### src/rtl/nf10_input_arbiter_sched.sv
// Packet-granular weighted round-robin grant sequencer for the 5-port NF10 input arbiter.
// Optional per-port packet counters: define NF10_INPUT_ARBITER_SCHED_PKT_CNT_EN.
module nf10_input_arbiter_sched #(
  parameter int NUM_PORTS    = 5,
  parameter int IDX_WIDTH    = 3,
  parameter int WEIGHT_WIDTH = 4,
  parameter int CNT_WIDTH    = 32
) (
  input  logic                 axi_aclk,
  input  logic                 axi_reset,
  input  logic [NUM_PORTS-1:0] req,
  input  logic                 pkt_done,
  output logic [NUM_PORTS-1:0] grant,
  output logic [IDX_WIDTH-1:0] grant_idx,
  output logic                 grant_valid,
  input  logic                 cfg_wr_en,
  input  logic                 cfg_rd_en,
  input  logic [3:0]           cfg_addr,
  input  logic [31:0]          cfg_wdata,
  output logic [31:0]          cfg_rdata,
  output logic                 cfg_rvalid
);

  typedef enum logic {IDLE = 1'b0, BUSY = 1'b1} state_t;

  state_t                  state_q, state_d;
  logic [NUM_PORTS-1:0]    grant_q, grant_d;
  logic [IDX_WIDTH-1:0]    grant_idx_q, grant_idx_d;
  logic [IDX_WIDTH-1:0]    ptr_q, ptr_d;
  logic [WEIGHT_WIDTH-1:0] credit_q, credit_d, credit_dec;
  logic [WEIGHT_WIDTH-1:0] weight_q [NUM_PORTS];
  logic [WEIGHT_WIDTH-1:0] weight_d [NUM_PORTS];
  logic [31:0]             rdata_q, rdata_d;
  logic                    rvalid_q, rvalid_d;
  logic [IDX_WIDTH-1:0]    win_idx;
  logic [WEIGHT_WIDTH-1:0] win_weight;
  logic                    win_found, take_win;
  logic                    unused_wdata;

  assign unused_wdata = ^cfg_wdata[31:WEIGHT_WIDTH];

  // Rotating priority: offset 1 from ptr is best, ptr itself (offset NUM_PORTS) is last.
  always_comb begin : search
    int best_off;
    int off;
    best_off   = NUM_PORTS + 1;
    off        = 0;
    win_idx    = ptr_q;
    win_weight = '0;
    for (int i = 0; i < NUM_PORTS; i++) begin
      off = (i > int'(ptr_q)) ? i - int'(ptr_q) : i - int'(ptr_q) + NUM_PORTS;
      if (req[i] && off < best_off) begin
        best_off = off;
        win_idx  = IDX_WIDTH'(i);
      end
    end
    win_found = (best_off <= NUM_PORTS);
    for (int i = 0; i < NUM_PORTS; i++) begin
      if (win_idx == IDX_WIDTH'(i)) win_weight = weight_q[i];
    end
    if (win_weight == '0) win_weight = WEIGHT_WIDTH'(1);
  end

  always_ff @(posedge axi_aclk) begin
    if (axi_reset) begin
      state_q     <= IDLE;
      grant_q     <= '0;
      grant_idx_q <= '0;
      ptr_q       <= IDX_WIDTH'(NUM_PORTS - 1);
      credit_q    <= '0;
    end else begin
      state_q     <= state_d;
      grant_q     <= grant_d;
      grant_idx_q <= grant_idx_d;
      ptr_q       <= ptr_d;
      credit_q    <= credit_d;
    end
  end

  // The owner keeps the stream until pkt_done, regardless of its req.
  always_comb begin
    state_d     = state_q;
    grant_d     = grant_q;
    grant_idx_d = grant_idx_q;
    ptr_d       = ptr_q;
    credit_d    = credit_q;
    credit_dec  = credit_q - WEIGHT_WIDTH'(1);
    take_win    = 1'b0;
    case (state_q)
      IDLE: take_win = win_found;
      BUSY: begin
        if (pkt_done) begin
          if (credit_dec != '0 && req[ptr_q]) begin
            credit_d = credit_dec;
          end else if (win_found) begin
            take_win = 1'b1;
          end else begin
            state_d     = IDLE;
            grant_d     = '0;
            grant_idx_d = '0;
            credit_d    = '0;
          end
        end
      end
      default: state_d = IDLE;
    endcase
    if (take_win) begin
      state_d     = BUSY;
      grant_d     = NUM_PORTS'(1) << win_idx;
      grant_idx_d = win_idx;
      ptr_d       = win_idx;
      credit_d    = win_weight;
    end
  end

  always_comb begin
    grant       = grant_q;
    grant_idx   = grant_idx_q;
    grant_valid = (state_q == BUSY);
    cfg_rdata   = rdata_q;
    cfg_rvalid  = rvalid_q;
  end

`ifdef NF10_INPUT_ARBITER_SCHED_PKT_CNT_EN
  logic [CNT_WIDTH-1:0] cnt_q [NUM_PORTS];
  logic [CNT_WIDTH-1:0] cnt_d [NUM_PORTS];

  // A clear written in the same cycle as an increment wins.
  always_comb begin
    for (int i = 0; i < NUM_PORTS; i++) begin
      cnt_d[i] = cnt_q[i];
      if (state_q == BUSY && pkt_done && ptr_q == IDX_WIDTH'(i)) cnt_d[i] = cnt_q[i] + CNT_WIDTH'(1);
      if (cfg_wr_en && cfg_addr == 4'(8 + i)) cnt_d[i] = '0;
    end
  end

  always_ff @(posedge axi_aclk) begin
    for (int i = 0; i < NUM_PORTS; i++) begin
      if (axi_reset) cnt_q[i] <= '0;
      else           cnt_q[i] <= cnt_d[i];
    end
  end
`endif

  // Weights are only sampled at credit reload, so a write never disturbs the current turn.
  always_comb begin
    rvalid_d = cfg_rd_en;
    rdata_d  = '0;
    for (int i = 0; i < NUM_PORTS; i++) begin
      weight_d[i] = weight_q[i];
      if (cfg_wr_en && cfg_addr == 4'(i)) weight_d[i] = cfg_wdata[WEIGHT_WIDTH-1:0];
    end
    if (cfg_rd_en) begin
      for (int i = 0; i < NUM_PORTS; i++) begin
        if (cfg_addr == 4'(i)) rdata_d = 32'(weight_q[i]);
`ifdef NF10_INPUT_ARBITER_SCHED_PKT_CNT_EN
        if (cfg_addr == 4'(8 + i)) rdata_d = 32'(cnt_q[i]);
`endif
      end
      if (cfg_addr == 4'd15) rdata_d = 32'({(state_q == BUSY), grant_idx_q});
    end
  end

  always_ff @(posedge axi_aclk) begin
    if (axi_reset) begin
      rdata_q  <= '0;
      rvalid_q <= 1'b0;
      for (int i = 0; i < NUM_PORTS; i++) weight_q[i] <= WEIGHT_WIDTH'(1);
    end else begin
      rdata_q  <= rdata_d;
      rvalid_q <= rvalid_d;
      for (int i = 0; i < NUM_PORTS; i++) weight_q[i] <= weight_d[i];
    end
  end

endmodule

### config.mk
export PLATFORM = sky130hd
export DESIGN_NAME = nf10_input_arbiter_sched
export DESIGN_NICKNAME = d
export VERILOG_FILES = /design/src/rtl/nf10_input_arbiter_sched.sv
export SDC_FILE = /design/constraint.sdc
export NUM_CORES = 1
export LEC_CHECK = 0
export CORE_ASPECT_RATIO = 1.2
export CORE_MARGIN = 5
export CORE_UTILIZATION = 47
export CTS_CLUSTER_DIAMETER = 120
export DETAILED_ROUTE_END_ITERATION = 10
export GPL_ROUTABILITY_DRIVEN = 0
export PLACE_DENSITY = 0.83
export SLEW_MARGIN = 30
export SYNTH_ARGS = -nofsm -noshare
export SYNTH_HDL_FRONTEND = slang
export SYNTH_SLANG_ARGS = --single-unit
### constraint.sdc
create_clock -name axi_aclk -period 13.36 [get_ports axi_aclk]
set_input_delay 4.008 -clock axi_aclk [delete_from_list [all_inputs] [get_ports axi_aclk]]
set_output_delay 4.008 -clock axi_aclk [all_outputs]
set_load 0.1 [all_outputs]
# == Word level (Yosys, flattened, before mapping) ==
# Memory sizes are Yosys's and may differ from the RTL's.
# Index checks and enable logic that the tools add are counted.
# totals
ff_bits,49
latchBits,0
ram_bits,20
romBits,0
inputBits,46
mem_count,1
# op_classes
add_sub_neg,11
multipliers,0
div_mod_pow,0
n_lt_le_gt_ge,11
n_eq_ne,12
shift,1
n_mux,64
n_bitwise,7
n_reduce_logical,21
# memory_table
memory,words,width,rd,rd_ports_with_merged_regs,wr,line_no,rtl
weight_q,5,4,5,0,5,31,logic [WEIGHT_WIDTH-1:0] weight_q [NUM_PORTS];
# op_table
cell,n
two-way mux 32 bit,9
< comparator 32 bit,4
two-way mux 4 bit,27
less-or-equal comparator 32 x 4 -> 1 bit (second input constant),1
two-way mux 3 bit,10
adder 4 x 4 -> 5 bit (second input constant),5
two-way mux 5 bit,5
logical AND 1 bit,11
two-way mux 1 bit,11
equality test 4 x 2 -> 1 bit (second input constant),2
logical NOT 4 bit,2
subtractor 1 x 3 -> 4 bit (first input constant),2
subtractor 2 x 3 -> 4 bit (first input constant),2
OR reduction 7 bit,1
equality test 3 x 2 -> 1 bit (second input constant),2
greater-than comparator 2 x 3 -> 1 bit (first input constant),2
< comparator 5 x 4 -> 1 bit (second input constant),1
OR 1 bit,5
left shift 1 x 3 -> 5 bit (first input constant),1
equality test 4 x 1 -> 1 bit (second input constant),1
equality test 4 x 3 -> 1 bit (second input constant),1
equality test 4 bit (second input constant),1
< comparator 3 x 4 -> 1 bit (second input constant),1
AND reduction 4 bit,1
17 further kinds,19

# == Logic depth before layout (Yosys ltp) ==
# logic_depth
ltp_word,26
depth_mapped,51

# == Worst setup path after synthesis ==
# OpenSTA, ideal clock, no wires.
# synth_timing
path_type,in2reg
start,input req[0]
end,register grant_q[1] (netlist: grant[1])
arrival_ns,12.637
required_ns,13.298
setup_slack_ns,0.660
cell_stages,43
n_path_buf,5
path_cell_list,clkbuf_1 nand2_1 nor3_1 o21ai_0 ha_1 and2_1 a21boi_0 a21o_1 nor2_1 clkbuf_1 mux2i_1 inv_1 ha_1 or2_2 a211oi_1 o21ai_0 nand2_1 buf_2 [7 not listed] nor2_1 nor2_1 a21oi_1 ha_1 nand2b_1 and3_1 a221oi_1 o2111ai_1 or3_1 o32ai_1 a31oi_4 and2_1 buf_6 mux2i_1 nand2b_1 buf_6 a21oi_4 a22o_1
# synth_between
elab_chain_cells,21
word_cells_on_any_way,34
classes_between,5 x order compare; 2 x eq/ne; 1 x shift; 17 x mux; 9 x reduce/logical
# synth_rtl
item,line_no,rtl
"start, declared",11,"input logic [NUM_PORTS-1:0] req,"
logical AND 1 bit,52,if (req[i] && off < best_off) begin
two-way mux 32 bit,52,
< comparator 32 bit,52,
logical AND 1 bit,52,
two-way mux 32 bit,52,
< comparator 32 bit,52,
logical AND 1 bit,52,
two-way mux 32 bit,52,
[5 not listed],-,
two-way mux 32 bit,52,
less-or-equal comparator 32 x 4 -> 1 bit,57,win_found = (best_off <= NUM_PORTS);
two-way mux 1 bit,95,end else if (win_found) begin
two-way mux 1 bit,93,if (credit_dec != '0 && req[ptr_q]) begin
two-way mux 1 bit,92,if (pkt_done) begin
case mux 1 bit (2 select lines),89,case (state_q)
"!= test 2 bit (no line), or another cell as far along",-,
AND reduction 4 bit (no line),-,
"end signal, assigned",73,grant_q <= grant_d;
"end, declared",27,"logic [NUM_PORTS-1:0] grant_q, grant_d;"
# Parallel ways exist; a longest one is shown, timed or not. The select of a mux whose other input is x is not followed.
# A chain may end at the register's enable or synchronous reset.

# == Worst setup path after layout ==
# layout_timing
start,input req[0]
end,register credit_q[3]
# layout_between
elab_chain_cells,23
word_cells_on_any_way,47
classes_between,5 x order compare; 5 x eq/ne; 26 x mux; 11 x reduce/logical
# layout_rtl
item,line_no,rtl
"parallel branches: the longest is 23 deep, another holds < comparator 32 bit",-,
"end signal, assigned",76,credit_q <= credit_d;
"end, declared",30,"logic [WEIGHT_WIDTH-1:0] credit_q, credit_d, credit_dec;"
# Parallel ways; which one is timed is not known. The select of a mux whose other input is x is not followed.

==> qor.yml <==
floorplanning:
  dieArea_mm2: 0.0103
  io_pins: 88
  die_w_um: 93.6
  initial_core_util: 0.484
  dieHeight_um: 110
  core_mm2: 0.00815
  std_cell_rows: 36
sta:
  period_share: 0.948
  relSlewSlack: 0.334
  fmax_ghz: 0.0790
  period_needed_ns: 12.66
  rsz0062_at_grt: "no"
  report.final.slew_viol_count: 0
  finalClockSkew_ns: 0.00601
  hold_viol: 0
  tightest_slew_ns: 0.996
  finalSetupViolCount: 0
run_status:
  status: "finished clean"
synthesis:
  yosys.area.top_type: "dfxtp_1"
  synth_ff_type: "dfxtp_1"
  syn_area_per_cell_um2: 7.82
  synth_edf_count: 0
  synthCells: 504
  synth-seq-area-share: 0.208
  synth_cell_type_count: 75
  synth_top_area_share: 0.208
  synth_area_mm2: 0.00394
  ys_warn_count: 0
  yosys-top-cells-area: "dfxtp_1 21%, ha_1 8.2%, mux2i_1 6.3%"
  synthArstFlopShare: 0
  ys_seq_elements: 41
critical_path:
  cp_slowest_cell: "clkdlybuf4s50_1"
  rrSetupSlack_ns: 2.68
  endpoint: "credit_q[3]"
  startpoint: "req[0]"
  crit_path_max_incr_delay_ns: 0.48
  cp_max_fo: 14
  crit_required_ns: 13.58
  worstSetupStartpointType: "primary input"
  crit_type: "in -> reg"
  worstSetupEndpointType: "flop"
  worstPathArrival_ns: 12.88
  r2r-start: "ptr_q[0]"
  reg2reg_depth: 47
  worstReg2RegEnd: "credit_q[3]"
cts:
  cts_hold_buffers: 0
  clkTransAtPathRegs_ns: 0.08
  clock_latency_ns: 0.30
  cts_inserted_buffers: 5
  cts-htree-levels: 2
  clockRootBuffer: "clkbuf_8"
  cts_tree: "done"
  clk_path_buf_depth: 2
  clock_sinks: 41
finish:
  most-common-layout-cells: "52 x nor2_1, 50 x nand2_1, 41 x dfxtp_1, 32 x a21oi_1, 31 x clkdlybuf4s50_1"
  nFillCells: 758
  multiInputGateArea_mm2: 0.00286
  insertedDiodeCount: 0
  area_growth_pct: 11.1
  seqCellArea_um2: 821
  layout-drive-gt1-share: 0.0892
  finalNetCount: 598
  final_cells: 641
  final_common_cell: "nor2_1"
detailed_routing:
  wl_per_cell_um: 16.5
  drtAntennaViolNets: 0
  routed_via_density: 5.98
  dr.pass1.iters: 5
  drtIter0Drc: 318
  wl_um: 10600
  routed-via-count: 3833
  drcViolationCount: 0
global_routing:
  grt_overflow_total: 0
  grt_pass1_wl_um: 17000
  grtUsageMet3: 0.0299
  use_met2: 0.374
  grt_max_degree: 29
  grt_busiest_layer: "met2"
  track_usage: 0.203
  grt_use_met1: 0.232
  antenna_found_initial: 0
  grt_pass1_vias: 3702
min_path:
  hold_path.class: "reg -> reg"
placement:
  placedCellCount: 632
  place_hpwl_um: 8220
  portBuffers: 31
flow_run:
  timing.max_cap.violations: 0
==> worst max-delay path, delay by kind of cell <==
family / cells / cell delay, ns
adders and majority gates: 4 / 1.22
AOI/OAI and AO/OA: 18 / 3.47
and+or+nand+nor: 17 / 2.90
buffers and inverters: 6 / 1.27
==> cell type report <==
type	count	area share
repair buffers	39	0.0845
clock buffers	7	0.0197
multi-input cells	419	0.652
flip-flops and latches	41	0.187
clock inverters	1	0.00686
inverters	20	0.0171
well taps	114	0.0326
==> logic make-up after synthesis <==
logic type                 count (synthesis)  synth area share
AOI/OAI and AO/OA                        138             0.256
and+or+nand+nor                          186             0.231
DFF                                       41             0.208
buffers and inverters                     71             0.103
muxes                                     32            0.0987
adders and majority gates                 26            0.0825
xor gates and xnor gates                   9            0.0200
other                                      1          0.000951
==> stage by stage <==
step                      hold slack, ns  setup slack (ns)  TNS [ns]  area (um2)   util
after floorplan                    0.446             0.660         0        4050      -
after global placement             0.447             0.225         0        4220  0.517
after detailed placement           0.449           -0.0395    -0.165        4220  0.517
after CTS                          0.466             0.220         0        4330  0.532
after global routing               0.488            0.0512         0        4380  0.537
final                              0.460             0.699         0        4380  0.537
==> synthesized netlist by cell type, types with 4 or more instances <==
master    number
a21o_1        10
a21oi_1       33
a22o_1         7
a22oi_1        5
a31oi_1        5
and2_1         7
and3_1         6
buf_2          4
buf_4         30
clkbuf_1      13
dfxtp_1       41
ha_1          26
inv_1         18
mux2i_1       25
mux4_2         5
nand2_1       50
nand2b_1       9
nand3_1       12
nand4_1        4
nor2_1        54
nor2b_1        4
nor3_1        14
o211ai_1       6
o21a_1         6
o21ai_0       21
o22ai_1        4
or2_2          5
or3_1          6
xnor2_1        4
xor2_1         5
==> worst min path at each step <==
stage,startpoint,end,slack (ns),depth (start not counted)
6_report,grant[4],grant[4],0.46,1
5_1_grt,grant[4],grant[4],0.49,1
4_1_cts,grant[4],grant[4],0.47,1
3_5_place_dp,grant[4],grant[4],0.45,1
3_3_place_gp,grant[4],grant[4],0.45,1
2_1_floorplan,weight_q[0][1],weight_q[0][1],0.45,2
==> registers in the layout (all words and copies together) (netlist names) <==
signal,flops
cfg_rdata,4
cfg_rvalid,1
credit_q,4
grant,5
grant_idx,3
grant_valid,1
ptr_q,3
weight_q,20
==> what timing repair did <==
action	4_1_cts	5_1_grt
gates resized for setup	0	11
buffers inserted	0	1
endpoints found under the setup margin	0	15
==> per-layer routing <==
| layer | part of all wire | vias up |
|---|---|---|
| li1 | - | 1825 |
| met1 | 0.39 | 1769 |
| met2 | 0.50 | 201 |
| met3 | 0.067 | 38 |
| met4 | 0.039 | 0 |
| met5 | 0 | - |
Power is left out: the tool's default activity adds up to more than one toggle a clock period on the data nets, which glitch-free logic cannot reach.
